==> config.mk <==
export PLATFORM = sky130hd
export DESIGN_NAME = change_dispenser_flat
export DESIGN_NICKNAME = d
export VERILOG_FILES = /design/src/rtl/change_dispenser_if.sv /design/src/rtl/change_dispenser.sv /design/src/flat_wrapper.sv
export SDC_FILE = /design/constraint.sdc
export NUM_CORES = 1
export LEC_CHECK = 0
export BUFFER_PORTS_ARGS = -buffer_cell sky130_fd_sc_hd__buf_2
export CAP_MARGIN = 20
export CELL_PAD_IN_SITES_DETAIL_PLACEMENT = 0
export CELL_PAD_IN_SITES_GLOBAL_PLACEMENT = 2
export CORE_MARGIN = 1
export CORE_UTILIZATION = 30
export DETAILED_ROUTE_END_ITERATION = 10
export PLACE_DENSITY = 0.71
export SKIP_LAST_GASP = 1
export SYNTH_ARGS = -nofsm -noshare
export SYNTH_HDL_FRONTEND = slang
export SYNTH_SLANG_ARGS = --single-unit
==> constraint.sdc <==
create_clock -name clk -period 6.1 [get_ports clk]
set_input_delay 1.22 -clock clk [delete_from_list [all_inputs] [get_ports clk]]
set_output_delay 1.22 -clock clk [all_outputs]
set_load 0.005 [all_outputs]
==> src/rtl/change_dispenser_if.sv <==
// -----------------------------------------------------------------------------
// change_dispenser_if
// Bundles the request, inventory-load and result/coin-eject signals of the
// change dispenser.
//   master : the requester (drives start/amount and inventory loads,
//            observes busy/done/short/residue, coin pulses and inventories)
//   slave  : the dispenser itself
// Ports carried:
//   start, amount[AMT_W]          dispense request
//   load, load_sel[2], load_cnt   inventory add strobe (0=Q, 1=D, 2=N, 3=none)
//   busy, done, short, residue    status / completion
//   out_q, out_d, out_n           one-cycle coin eject pulses
//   inv_q, inv_d, inv_n           current inventory counts
// -----------------------------------------------------------------------------
interface change_dispenser_if #(
    parameter int AMT_W = 10,
    parameter int CNT_W = 8
);
    logic             start;
    logic [AMT_W-1:0] amount;
    logic             load;
    logic [1:0]       load_sel;
    logic [CNT_W-1:0] load_cnt;
    logic             busy;
    logic             done;
    logic             short;
    logic [AMT_W-1:0] residue;
    logic             out_q;
    logic             out_d;
    logic             out_n;
    logic [CNT_W-1:0] inv_q;
    logic [CNT_W-1:0] inv_d;
    logic [CNT_W-1:0] inv_n;

    modport master (
        output start, amount, load, load_sel, load_cnt,
        input  busy, done, short, residue, out_q, out_d, out_n,
               inv_q, inv_d, inv_n
    );

    modport slave (
        input  start, amount, load, load_sel, load_cnt,
        output busy, done, short, residue, out_q, out_d, out_n,
               inv_q, inv_d, inv_n
    );
endinterface

==> src/rtl/change_dispenser.sv <==
// -----------------------------------------------------------------------------
// change_dispenser
// Pays out a requested amount greedily (largest affordable coin with stock
// first), one coin pulse at a time with GAP idle cycles after each pulse, and
// reports any unpaid remainder. Inventories are reloaded through a saturating
// add strobe that is accepted in any state.
// Ports:
//   clk  : clock, all logic on the rising edge
//   rst  : synchronous active-low reset
//   bus  : change_dispenser_if.slave (request, load, status, coin pulses,
//          inventory counts); every output is driven from a register
// -----------------------------------------------------------------------------
module change_dispenser #(
    parameter int AMT_W = 10,
    parameter int CNT_W = 8,
    parameter int VAL_Q = 25,
    parameter int VAL_D = 10,
    parameter int VAL_N = 5,
    parameter int GAP   = 1
) (
    input  logic                  clk,
    input  logic                  rst,
    change_dispenser_if.slave     bus
);
    // gap_r counts down from GAP-1 to 0
    localparam int GW = (GAP > 1) ? $clog2(GAP) : 1;

    localparam logic [AMT_W-1:0] VQ_C = AMT_W'(VAL_Q);
    localparam logic [AMT_W-1:0] VD_C = AMT_W'(VAL_D);
    localparam logic [AMT_W-1:0] VN_C = AMT_W'(VAL_N);

    typedef enum logic [2:0] {
        S_IDLE   = 3'd0,
        S_SELECT = 3'd1,
        S_PULSE  = 3'd2,
        S_GAP    = 3'd3,
        S_DONE   = 3'd4
    } state_t;

    state_t           state_r;
    logic [AMT_W-1:0] rem_r;
    logic [AMT_W-1:0] residue_r;
    logic [AMT_W-1:0] sel_val_r;
    logic [1:0]       sel_r;
    logic [GW-1:0]    gap_r;
    logic [CNT_W-1:0] inv_q_r, inv_d_r, inv_n_r;
    logic             busy_r, done_r, short_r;
    logic             out_q_r, out_d_r, out_n_r;

    logic             pick_ok_s;
    logic [1:0]       pick_s;
    logic [AMT_W-1:0] pick_val_s;
    logic             dec_q_s, dec_d_s, dec_n_s;
    logic             add_q_s, add_d_s, add_n_s;

    // New inventory = min(inv - dec + add, 2^CNT_W-1); dec only when inv > 0.
    function automatic logic [CNT_W-1:0] next_inv(
        input logic [CNT_W-1:0] inv,
        input logic             dec,
        input logic             add_en,
        input logic [CNT_W-1:0] add
    );
        logic [CNT_W:0] sum;
        sum = {1'b0, inv} - {{CNT_W{1'b0}}, dec}
            + (add_en ? {1'b0, add} : {(CNT_W+1){1'b0}});
        if (sum[CNT_W]) begin
            return {CNT_W{1'b1}};
        end else begin
            return sum[CNT_W-1:0];
        end
    endfunction

    // Greedy choice: largest coin not exceeding rem that is still in stock.
    always_comb begin
        pick_ok_s  = 1'b0;
        pick_s     = 2'd0;
        pick_val_s = {AMT_W{1'b0}};
        if (rem_r >= VQ_C && inv_q_r != {CNT_W{1'b0}}) begin
            pick_ok_s  = 1'b1;
            pick_s     = 2'd0;
            pick_val_s = VQ_C;
        end else if (rem_r >= VD_C && inv_d_r != {CNT_W{1'b0}}) begin
            pick_ok_s  = 1'b1;
            pick_s     = 2'd1;
            pick_val_s = VD_C;
        end else if (rem_r >= VN_C && inv_n_r != {CNT_W{1'b0}}) begin
            pick_ok_s  = 1'b1;
            pick_s     = 2'd2;
            pick_val_s = VN_C;
        end else begin
            pick_ok_s  = 1'b0;
        end
    end

    // Decrement/load strobes per coin; a PULSE-state decrement lands on the
    // same edge that raises the coin's eject pulse.
    always_comb begin
        dec_q_s = (state_r == S_PULSE) && (sel_r == 2'd0);
        dec_d_s = (state_r == S_PULSE) && (sel_r == 2'd1);
        dec_n_s = (state_r == S_PULSE) && (sel_r == 2'd2);
        add_q_s = bus.load && (bus.load_sel == 2'd0);
        add_d_s = bus.load && (bus.load_sel == 2'd1);
        add_n_s = bus.load && (bus.load_sel == 2'd2);
    end

    // Control FSM, inventories and all registered outputs.
    always_ff @(posedge clk) begin
        if (!rst) begin
            state_r   <= S_IDLE;
            rem_r     <= {AMT_W{1'b0}};
            residue_r <= {AMT_W{1'b0}};
            sel_val_r <= {AMT_W{1'b0}};
            sel_r     <= 2'd0;
            gap_r     <= {GW{1'b0}};
            inv_q_r   <= {CNT_W{1'b0}};
            inv_d_r   <= {CNT_W{1'b0}};
            inv_n_r   <= {CNT_W{1'b0}};
            busy_r    <= 1'b0;
            done_r    <= 1'b0;
            short_r   <= 1'b0;
            out_q_r   <= 1'b0;
            out_d_r   <= 1'b0;
            out_n_r   <= 1'b0;
        end else begin
            inv_q_r <= next_inv(inv_q_r, dec_q_s, add_q_s, bus.load_cnt);
            inv_d_r <= next_inv(inv_d_r, dec_d_s, add_d_s, bus.load_cnt);
            inv_n_r <= next_inv(inv_n_r, dec_n_s, add_n_s, bus.load_cnt);
            out_q_r <= 1'b0;
            out_d_r <= 1'b0;
            out_n_r <= 1'b0;
            done_r  <= 1'b0;
            // busy follows the next state so it is high exactly outside IDLE
            case (state_r)
                S_IDLE: begin
                    if (bus.start) begin
                        rem_r   <= bus.amount;
                        state_r <= S_SELECT;
                        busy_r  <= 1'b1;
                    end else begin
                        busy_r  <= 1'b0;
                    end
                end
                S_SELECT: begin
                    busy_r <= 1'b1;
                    if (pick_ok_s) begin
                        sel_r     <= pick_s;
                        sel_val_r <= pick_val_s;
                        state_r   <= S_PULSE;
                    end else begin
                        state_r   <= S_DONE;
                    end
                end
                S_PULSE: begin
                    busy_r  <= 1'b1;
                    out_q_r <= (sel_r == 2'd0);
                    out_d_r <= (sel_r == 2'd1);
                    out_n_r <= (sel_r == 2'd2);
                    rem_r   <= rem_r - sel_val_r;
                    if (GAP > 0) begin
                        gap_r   <= GW'(GAP - 1);
                        state_r <= S_GAP;
                    end else begin
                        state_r <= S_SELECT;
                    end
                end
                S_GAP: begin
                    busy_r <= 1'b1;
                    if (gap_r == {GW{1'b0}}) begin
                        state_r <= S_SELECT;
                    end else begin
                        gap_r   <= gap_r - {{(GW-1){1'b0}}, 1'b1};
                    end
                end
                S_DONE: begin
                    done_r    <= 1'b1;
                    short_r   <= (rem_r != {AMT_W{1'b0}});
                    residue_r <= rem_r;
                    busy_r    <= 1'b0;
                    state_r   <= S_IDLE;
                end
                default: begin
                    busy_r  <= 1'b0;
                    state_r <= S_IDLE;
                end
            endcase
        end
    end

    assign bus.busy    = busy_r;
    assign bus.done    = done_r;
    assign bus.short   = short_r;
    assign bus.residue = residue_r;
    assign bus.out_q   = out_q_r;
    assign bus.out_d   = out_d_r;
    assign bus.out_n   = out_n_r;
    assign bus.inv_q   = inv_q_r;
    assign bus.inv_d   = inv_d_r;
    assign bus.inv_n   = inv_n_r;

endmodule

==> src/flat_wrapper.sv <==
// flat-port wrapper written by rule: the top's interface ports become plain ports
module change_dispenser_flat 
#(
    parameter int AMT_W = 10,
    parameter int CNT_W = 8,
    parameter int VAL_Q = 25,
    parameter int VAL_D = 10,
    parameter int VAL_N = 5,
    parameter int GAP   = 1
)
  (clk, rst, bus_start, bus_amount, bus_load, bus_load_sel, bus_load_cnt, bus_busy, bus_done, bus_short, bus_residue, bus_out_q, bus_out_d, bus_out_n, bus_inv_q, bus_inv_d, bus_inv_n);
  change_dispenser_if #(.AMT_W(AMT_W), .CNT_W(CNT_W)) bus_i ();
  input  logic clk;
  input  logic rst;
  input wire logic [$bits(bus_i.start)-1:0] bus_start;
  input wire logic [$bits(bus_i.amount)-1:0] bus_amount;
  input wire logic [$bits(bus_i.load)-1:0] bus_load;
  input wire logic [$bits(bus_i.load_sel)-1:0] bus_load_sel;
  input wire logic [$bits(bus_i.load_cnt)-1:0] bus_load_cnt;
  output wire logic [$bits(bus_i.busy)-1:0] bus_busy;
  output wire logic [$bits(bus_i.done)-1:0] bus_done;
  output wire logic [$bits(bus_i.short)-1:0] bus_short;
  output wire logic [$bits(bus_i.residue)-1:0] bus_residue;
  output wire logic [$bits(bus_i.out_q)-1:0] bus_out_q;
  output wire logic [$bits(bus_i.out_d)-1:0] bus_out_d;
  output wire logic [$bits(bus_i.out_n)-1:0] bus_out_n;
  output wire logic [$bits(bus_i.inv_q)-1:0] bus_inv_q;
  output wire logic [$bits(bus_i.inv_d)-1:0] bus_inv_d;
  output wire logic [$bits(bus_i.inv_n)-1:0] bus_inv_n;
  assign bus_i.start = bus_start;
  assign bus_i.amount = bus_amount;
  assign bus_i.load = bus_load;
  assign bus_i.load_sel = bus_load_sel;
  assign bus_i.load_cnt = bus_load_cnt;
  assign bus_busy = bus_i.busy;
  assign bus_done = bus_i.done;
  assign bus_short = bus_i.short;
  assign bus_residue = bus_i.residue;
  assign bus_out_q = bus_i.out_q;
  assign bus_out_d = bus_i.out_d;
  assign bus_out_n = bus_i.out_n;
  assign bus_inv_q = bus_i.inv_q;
  assign bus_inv_d = bus_i.inv_d;
  assign bus_inv_n = bus_i.inv_n;
  change_dispenser #(.AMT_W(AMT_W), .CNT_W(CNT_W), .VAL_Q(VAL_Q), .VAL_D(VAL_D), .VAL_N(VAL_N), .GAP(GAP)) u_core (.clk(clk), .rst(rst), .bus(bus_i));
endmodule
==> flow_metrics.tcl, run 1 <==
set metrics [dict create \
    worstPathArrival_ps 4110 \
    synth-main-ff-cell "dfxtp_1" \
    grt_pass1_vias 3630 \
    drive_gt1_share_pct 15.4 \
    cts_setup_buffers 0 \
    grt_usage_pct 16.2 \
    diodes 0 \
    nets 655 \
    cp-start-kind "primary input" \
    finalHoldViolCount 0 \
    synth_top_area_share_pct 28.3 \
    fmax_mhz 258 \
    path_clk_slew_ps 60 \
    crit_chain "buf_2, nor3b_1, nand2_1, ha_1, inv_1, fa_1, a21oi_1, o211ai_1, o311ai_0, xnor2_1, o311a_1" \
    cp_top_family "simple AND/OR/NAND/NOR gates" \
    finalInstanceArea_mm2 0.00493 \
    drt_first_iter_violations 137 \
    clk_latency_ps 340 \
    fp.dieW_um 119 \
    grt_overflow 0 \
    syn_avg_cell_area_um2 8.04 \
    cp_num_buf_inv 2 \
    gp_congestion 0.796 \
    grt_max_degree 59 \
    dr.pass1.iters 4 \
    slew_headroom_pct 32.9 \
    drv_slew 0 \
    grt_pass1_wl_mm 17.7 \
    vias 3698 \
    crit_path_end_kind "flip-flop" \
    synth.most_common_cell "inv_1" \
    cts_tree "yes" \
    setup_ws_ps 2230 \
    io_pins 64 \
    fill_cells 1441 \
    period_needed_ps 3870 \
    syn_nets 592 \
    dieArea_mm2 0.0142 \
    cts_resized 0 \
    cp_slowest_cell "nor3b_1" \
    synth_seq_cells 58 \
    route.detailed.drc 0 \
    skew_ps 4.96 \
    rows 42 \
    seq_area_frac_synth_pct 28.3 \
    place_area_mm2 0.00461 \
    die_height_um 119 \
    h-tree-depth 3 \
    cts_buffers 9 \
    cp_max_fo 8 \
    synthTopCellsByCount "81 x inv_1, 59 x nand2_1, 58 x dfxtp_1" \
    clk_root_buffer_cell "clkbuf_16" \
    p_leak_uw 0.00229 \
    finalSetupViolCount 0 \
    p_per_area_mw_per_mm2 551 \
    coreArea_mm2 0.0133 \
    cp.required_ps 6330 \
    drv_cap 0 \
    clockBufferDepth 2 \
    hold_path_class "flip-flop to flip-flop" \
    avgRoutedWirePerCell_um 14.2 \
    initial_utilization_pct 30.9 \
    synth-edff-count 0 \
    io_buffers 63 \
    area_growth_pct 20.1 \
    worstMarginPinSlew_ps 1010 \
    yosys-top-cells-area "dfxtp_1 28%, ha_1 16%, inv_1 7.4%, nand2_1 5.4%, o21a_1 4.8%" \
    slowest_delay_ps 800 \
    wirelength_mm 10.7 \
    outcome "finished, final reports clean" \
    syn_area_mm2 0.00411 \
    setup_tns_ps 0 \
    rsz0062_at_grt "no" \
    synth.largest_area_cell "dfxtp_1" \
    ant_nets 0 \
    synth.distinct_cells 49 \
    dp_slack_ps 1820 \
    crit_type "primary input to flip-flop" \
    ir_drop_mv 0.263 \
    period_share_pct 63.5 \
    clock-sinks 58 \
    viasPerCell 4.90 \
    antenna_found_initial 0 \
    postCtsHoldBufs 0 \
    synthArstFlopShare_pct 0 \
    synth_cells 511 \
    place_hpwl_mm 8.22 \
    yosysWarnings 0 \
]
## layer usage
layer | global-route usage [%] | up-vias | routed length (um)
li1 | - | 1896 | -
met1 | 18.9 | 1710 | 5010
met2 | 28.3 | 76 | 5090
met3 | 4.79 | 16 | 484
met4 | 4.83 | 0 | 150
met5 | 0 | - | 0
## report_power, final
part           leakage [uW]  switching, uW  internal [uW]  total, uW
Combinational       0.00165            838            727       1560
Sequential         0.000479           99.7            484        584
Clock              0.000155            202            369        572
## logic make-up (layout without fill, tap and decap cells)
family,Yosys count,count (layout),share of synthesized area (%)
flip-flops,58,58,28.3
AND/OR/NAND/NOR,139,139,17.1
AO/OA/AOI/OAI,139,139,22.8
XOR/XNOR,23,23,4.90
buffers and inverters,95,163,8.86
adder cells (fa/ha/maj),57,57,18.1
## worst reg2reg max path, delay by kind of cell (launching register included)
kind | cells | cell delay [ps]
AOI/OAI and AO/OA | 5 | 1350
DFF | 1 | 650
buffers and inverters | 1 | 40
adders and majority gates | 3 | 850
and+or+nand+nor | 2 | 690
## stage by stage
step	hold slack, ps	total power, uW	util [%]	cells
after CTS	467	2760	37.1	755
final	460	2720	37.1	755
after global routing	493	2990	37.1	755
after global placement	450	2170	34.7	739
after detailed placement	459	2160	34.7	739
after floorplan	446	1790	-	511
## final cells by class
type | instances | area (um2) | share of cell area, %
Timing Repair Buffer | 66 | 338 | 6.85
Clock inverter | 6 | 88.8 | 1.80
Clock buffer | 10 | 239 | 4.84
Tap cell | 176 | 220 | 4.46
Inverter | 81 | 304 | 6.16
Multi-Input combinational cell | 358 | 2580 | 52.4
Sequential cell | 58 | 1160 | 23.5
## worst paths after layout
check | end | slack, ps | start | cells after the start
hold reg to reg | u_core.bus.residue[8] | 460 | u_core.bus.residue[8] | 2
hold / removal | u_core.bus.residue[8] | 460 | u_core.bus.residue[8] | 2
setup reg to reg | u_core.bus.inv_n[7] | 2400 | u_core.state_r[1] | 11
setup / recovery | u_core.bus.inv_q[7] | 2230 | bus_load_sel[0] | 11
## layout by cell type, fill, tap and decap left out, types with 7 or more instances in the layout
cell and n:
inv_1 81, buf_2 63, nand2_1 59, dfxtp_1 58, ha_1 53, o21a_1 26
o21ai_0 25, a21oi_1 21, a21boi_0 16, xnor2_1 16, nor2_1 13, nor3_1 11
clkbuf_16 9, o211ai_1 8, a31oi_1 8, a211oi_1 7, nand3_1 7, xor2_1 7
## sequential cells by signal, summed over array words and instances, names as in the netlist, 3 cells and up
signal,flops
u_core.bus.residue,10
u_core.rem_r,10
u_core.bus.inv_n,8
u_core.bus.inv_q,8
u_core.state_r,3
u_core.bus.inv_d,8
u_core.sel_val_r,4
Note: power is estimated with default switching activity, not from simulation.
==> run 2, diff against run 1 <==
- clock period: 6.1 -> 3.9 ns (I/O delays scaled with it)
==> run 2 against run 1 <==
Net effect: combinational power up 58%; global-route usage rose by 0.72 points; sequential share of layout area about the same; total power grew 55%; setup slack worse by 1900 ps; highest routed layer unchanged.
==> flow_metrics.tcl, run 2 (synthesis results as in run 1) <==
set metrics [dict create \
    internal-power_uw 2420 \
    viasPerCell 4.83 \
    fin_worst_hold_slack_ps 456 \
    setup_ws_ps 342 \
    fp.dieW_um 119 \
    io_pins 64 \
    vias 3657 \
    finalHoldViolCount 0 \
    crit_chain "nand2_1, nor3_1, ha_1, inv_1, ha_1, fa_1, a211oi_1, o21bai_1, a21oi_1, o21bai_1, o41a_1" \
    worstPathArrival_ps 3790 \
    route.detailed.drc 0 \
    cp_max_fo 15 \
    skew_ps 8.68 \
    diodes 0 \
    initial_utilization_pct 30.9 \
    postCtsHoldBufs 0 \
    grt_overflow 0 \
    period_needed_ps 3560 \
    clock-sinks 58 \
    clk_root_buffer_cell "clkbuf_16" \
    clockBufferDepth 2 \
    ant_nets 0 \
    final_cell_mix "81 x inv_1, 63 x buf_2, 59 x nand2_1" \
    layout_commonest_cell "inv_1" \
    drt_first_iter_violations 132 \
    swShare_pct 42.4 \
    cp-start-kind "flip-flop" \
    rows 42 \
    fin_cells 757 \
    cts_setup_buffers 0 \
    p_leak_uw 0.00229 \
    finalSetupViolCount 0 \
    dp_slack_ps 336 \
    p_seq_share_pct 21.8 \
    io_buffers 63 \
    cts_tree "yes" \
    worstMarginPinSlew_ps 552 \
    avgRoutedWirePerCell_um 14.6 \
    wirelength_mm 11.1 \
    fmax_mhz 281 \
    gp_congestion 0.788 \
    clk_latency_ps 340 \
    netSwitchingPower_uw 1790 \
    slowest_delay_ps 640 \
    dp.cells 741 \
    multi_input_area_mm2 0.00258 \
    area_growth_pct 19.9 \
    h-tree-depth 3 \
    slew_headroom_pct 62.9 \
    die_height_um 119 \
    cp_slowest_cell "dfxtp_1" \
    outcome "finished, final reports clean" \
    period_share_pct 91.2 \
    cts_buffers 9 \
    ir_drop_mv 0.362 \
    dr.pass1.iters 4 \
    crit_type "flip-flop to flip-flop" \
    place_hpwl_mm 8.55 \
    drv_cap 0 \
    dieArea_mm2 0.0142 \
    grt_pass1_vias 3655 \
    path_clk_slew_ps 60 \
    drive_gt1_share_pct 15.7 \
    p_per_area_mw_per_mm2 854 \
    grt_usage_pct 16.9 \
    rsz0062_at_grt "no" \
    grt_pass1_wl_mm 18.4 \
    fill_cells 1431 \
    cp.required_ps 4130 \
    seq_area_mm2 0.00116 \
    setup_tns_ps 0 \
    grt_max_degree 34 \
    drv_slew 0 \
    clkPwrFrac_pct 19.5 \
    antenna_found_initial 0 \
    crit_path_end_kind "flip-flop" \
    coreArea_mm2 0.0133 \
    comb_power_share_pct 58.7 \
    nets 657 \
    cts_resized 0 \
    hold_path_class "flip-flop to flip-flop" \
]
[run 2: cell count changes in the layout (fill, tap and decap cells not counted), sizes merged]
cell      previous run  this run
clkinv               1         3
inv                 82        81
buf                 66        68
clkinvlp             2         1
clkbuf              10        11
bufinv               2         1
[run 2: worst max-delay path, delay by kind of cell (launching register included)]
| kind | cells | cell delay [ps] |
|---|---|---|
| AO/OA/AOI/OAI | 5 | 1330 |
| adder cells (fa/ha/maj) | 3 | 810 |
| buffers and inverters | 1 | 40 |
| flip-flops | 1 | 640 |
| AND/OR/NAND/NOR | 2 | 630 |
[run 2: power groups by stage]
stage / Sequential [uW] / Clock [uW] / Combinational (uW)
2_1_floorplan: 884 / 0 / 1910
3_3_place_gp: 933 / 0 / 2480
3_5_place_dp: 932 / 0 / 2470
4_1_cts: 922 / 849 / 2490
5_1_grt: 942 / 877 / 2840
6_report: 918 / 823 / 2470
[run 2: final timing paths]
kind                         startpoint                     to  slack [ps]  cells after the start
hold reg to reg   u_core.bus.residue[9]  u_core.bus.residue[9]         460                      2
setup / recovery      u_core.state_r[1]    u_core.bus.inv_n[7]         340                     11
hold / removal    u_core.bus.residue[9]  u_core.bus.residue[9]         460                      2
setup reg to reg      u_core.state_r[1]    u_core.bus.inv_n[7]         340                     11
[run 2: final cells by class]
type | instances | share of cell area [%]
clock buffer | 11 | 5.13
multi-input combinational | 358 | 52.4
sequential | 58 | 23.6
timing repair buffer | 68 | 7.16
clock inverter | 5 | 1.07
tap | 176 | 4.47
inverter | 81 | 6.17
[run 2: per-stage QoR]
stage,power (uW),area (um2),utilization (%)
4_1_cts,4270,4930,37.1
6_report,4210,4930,37.1
3_3_place_gp,3410,4620,34.8
5_1_grt,4660,4930,37.1
3_5_place_dp,3400,4620,34.8
2_1_floorplan,2800,4110,-
[run 2: metal layers]
metal / share of wire [%] / vias to the layer above / track usage, %
li1: - / 1886 / -
met1: 46 / 1693 / 20.3
met2: 48 / 66 / 28.9
met3: 4.2 / 12 / 4.31
met4: 1.5 / 0 / 5.78
met5: 0 / - / 0
==> run 3, diff against run 2 <==
- CTS_CLUSTER_DIAMETER: unset -> 120
- PLACE_DENSITY: 0.71 -> unset
- PLACE_DENSITY_LB_ADDON: unset -> 0.1
==> run 3 against run 2 <==
Net effect: via count shrank 0.71%; hold slack got worse by 0.80 ps; clock-buffer cell count unchanged; clock skew is 1.5 ps lower; highest routed layer unchanged; combinational power is essentially flat; utilization rose by 0.17 points; critical path depth rose by 1; sequential power down 0.5%; wire length is 2.3% lower; setup slack improved by 160 ps; critical endpoint unchanged; non-clock buffer count grew 1; largest power group unchanged; fmax rose by 4.6%.
==> flow_metrics.tcl, run 3 (synthesis results as in run 1) <==
set metrics [dict create \
    cts_setup_buffers 0 \
    period_share_pct 87.2 \
    grt_pass1_vias 3586 \
    cts_resized 0 \
    slew_headroom_pct 56.0 \
    clock-sinks 58 \
    postCtsHoldBufs 0 \
    vias 3631 \
    cp.required_ps 4110 \
    area_growth_pct 20.5 \
    drv_slew 0 \
    fmax_mhz 294 \
    setup_tns_ps 0 \
    fp.dieW_um 119 \
    cp_max_fo 8 \
    gp_congestion 0.791 \
    grt_usage_pct 16.3 \
    finalInstanceArea_mm2 0.00495 \
    avgRoutedWirePerCell_um 14.3 \
    die_height_um 119 \
    grt_pass1_wl_mm 17.8 \
    diodes 0 \
    io_buffers 63 \
    rsz0062_at_grt "no" \
    final_cell_mix "81 x inv_1, 63 x buf_2, 59 x nand2_1" \
    met2_length_mm 4.92 \
    clk_latency_ps 330 \
    finalSetupViolCount 0 \
    dieArea_mm2 0.0142 \
    crit_path_end_kind "flip-flop" \
    drv_cap 0 \
    clockBufferDepth 2 \
    cts_tree "yes" \
    coreArea_mm2 0.0133 \
    place_hpwl_mm 8.58 \
    clk_root_buffer_cell "clkbuf_16" \
    p_leak_uw 0.00230 \
    cp-start-kind "flip-flop" \
    worstMarginPinSlew_ps 656 \
    place_area_mm2 0.00463 \
    routed.top_layer "met4" \
    ir_drop_mv 0.418 \
    nets 658 \
    outcome "finished, final reports clean" \
    initial_utilization_pct 30.9 \
    wl_met3_um 449 \
    io_pins 64 \
    crit_type "flip-flop to flip-flop" \
    setup_ws_ps 499 \
    fill_cells 1418 \
    wirelength_mm 10.8 \
    drive_gt1_share_pct 15.6 \
    p_per_area_mw_per_mm2 855 \
    dp_slack_ps 257 \
    hold_path_class "flip-flop to flip-flop" \
    grt_max_degree 40 \
    finalHoldViolCount 0 \
    period_needed_ps 3400 \
    layout_commonest_cell "inv_1" \
    viasPerCell 4.79 \
    worstPathArrival_ps 3620 \
    drt_first_iter_violations 165 \
    cts_buffers 9 \
    grt_overflow 0 \
    route.detailed.drc 0 \
    skew_ps 7.21 \
    ant_nets 0 \
    rows 42 \
    h-tree-depth 3 \
    dr.pass1.iters 4 \
    antenna_found_initial 0 \
    wl_met1_mm 5.22 \
    path_clk_slew_ps 50 \
]
-- run 3: report_power, final --
part	leakage, uW	switching (uW)	total (uW)	internal [uW]
Combinational	0.00167	1330	2470	1140
Clock	0.000156	279	853	574
Sequential	0.000479	154	913	758
Total	0.00230	1760	4230	2470
-- run 3: cell type report --
cell class	count	area [um2]	share of cell area, %
timing repair buffer	69	360	7.28
multi-input combinational	358	2580	52.2
clock buffer	11	243	4.90
tap	176	220	4.45
inverter	81	304	6.14
sequential	58	1160	23.5
clock inverter	5	77.6	1.57
-- run 3: final timing paths --
check / start / to / slack (ps) / cells past startpoint
max reg2reg: u_core.state_r[0] / u_core.bus.inv_n[7] / 500 / 12
min: u_core.bus.residue[6] / u_core.bus.residue[6] / 460 / 2
min reg2reg: u_core.bus.residue[6] / u_core.bus.residue[6] / 460 / 2
max: u_core.state_r[0] / u_core.bus.inv_n[7] / 500 / 12
-- run 3: layer usage --
layer	up-vias	GRT usage [%]
li1	1889	-
met1	1667	20.9
met2	61	26.2
met3	14	3.93
met4	0	6.49
met5	-	0
-- run 3: worst max-delay path: stages (launching register included) --
cell and delay (ps):
dfxtp_1 360, nor2_1 230, nand2_1 240, nor3_1 270, ha_1 160, inv_1 40, ha_1 230, fa_1 440
a211oi_1 270, o21bai_1 140, a21oi_1 230, o21bai_1 220, o41a_1 460
-- run 3: metrics by stage --
step                power, uW  instances  hold slack [ps]  utilization [%]
detailed placement       3400        742              454             34.8
finish                   4230        758              455             37.2
global route             4670        758              471             37.2
global placement         3420        742              451             34.8
CTS                      4290        758              462             37.2
floorplan                2800        511              446                -
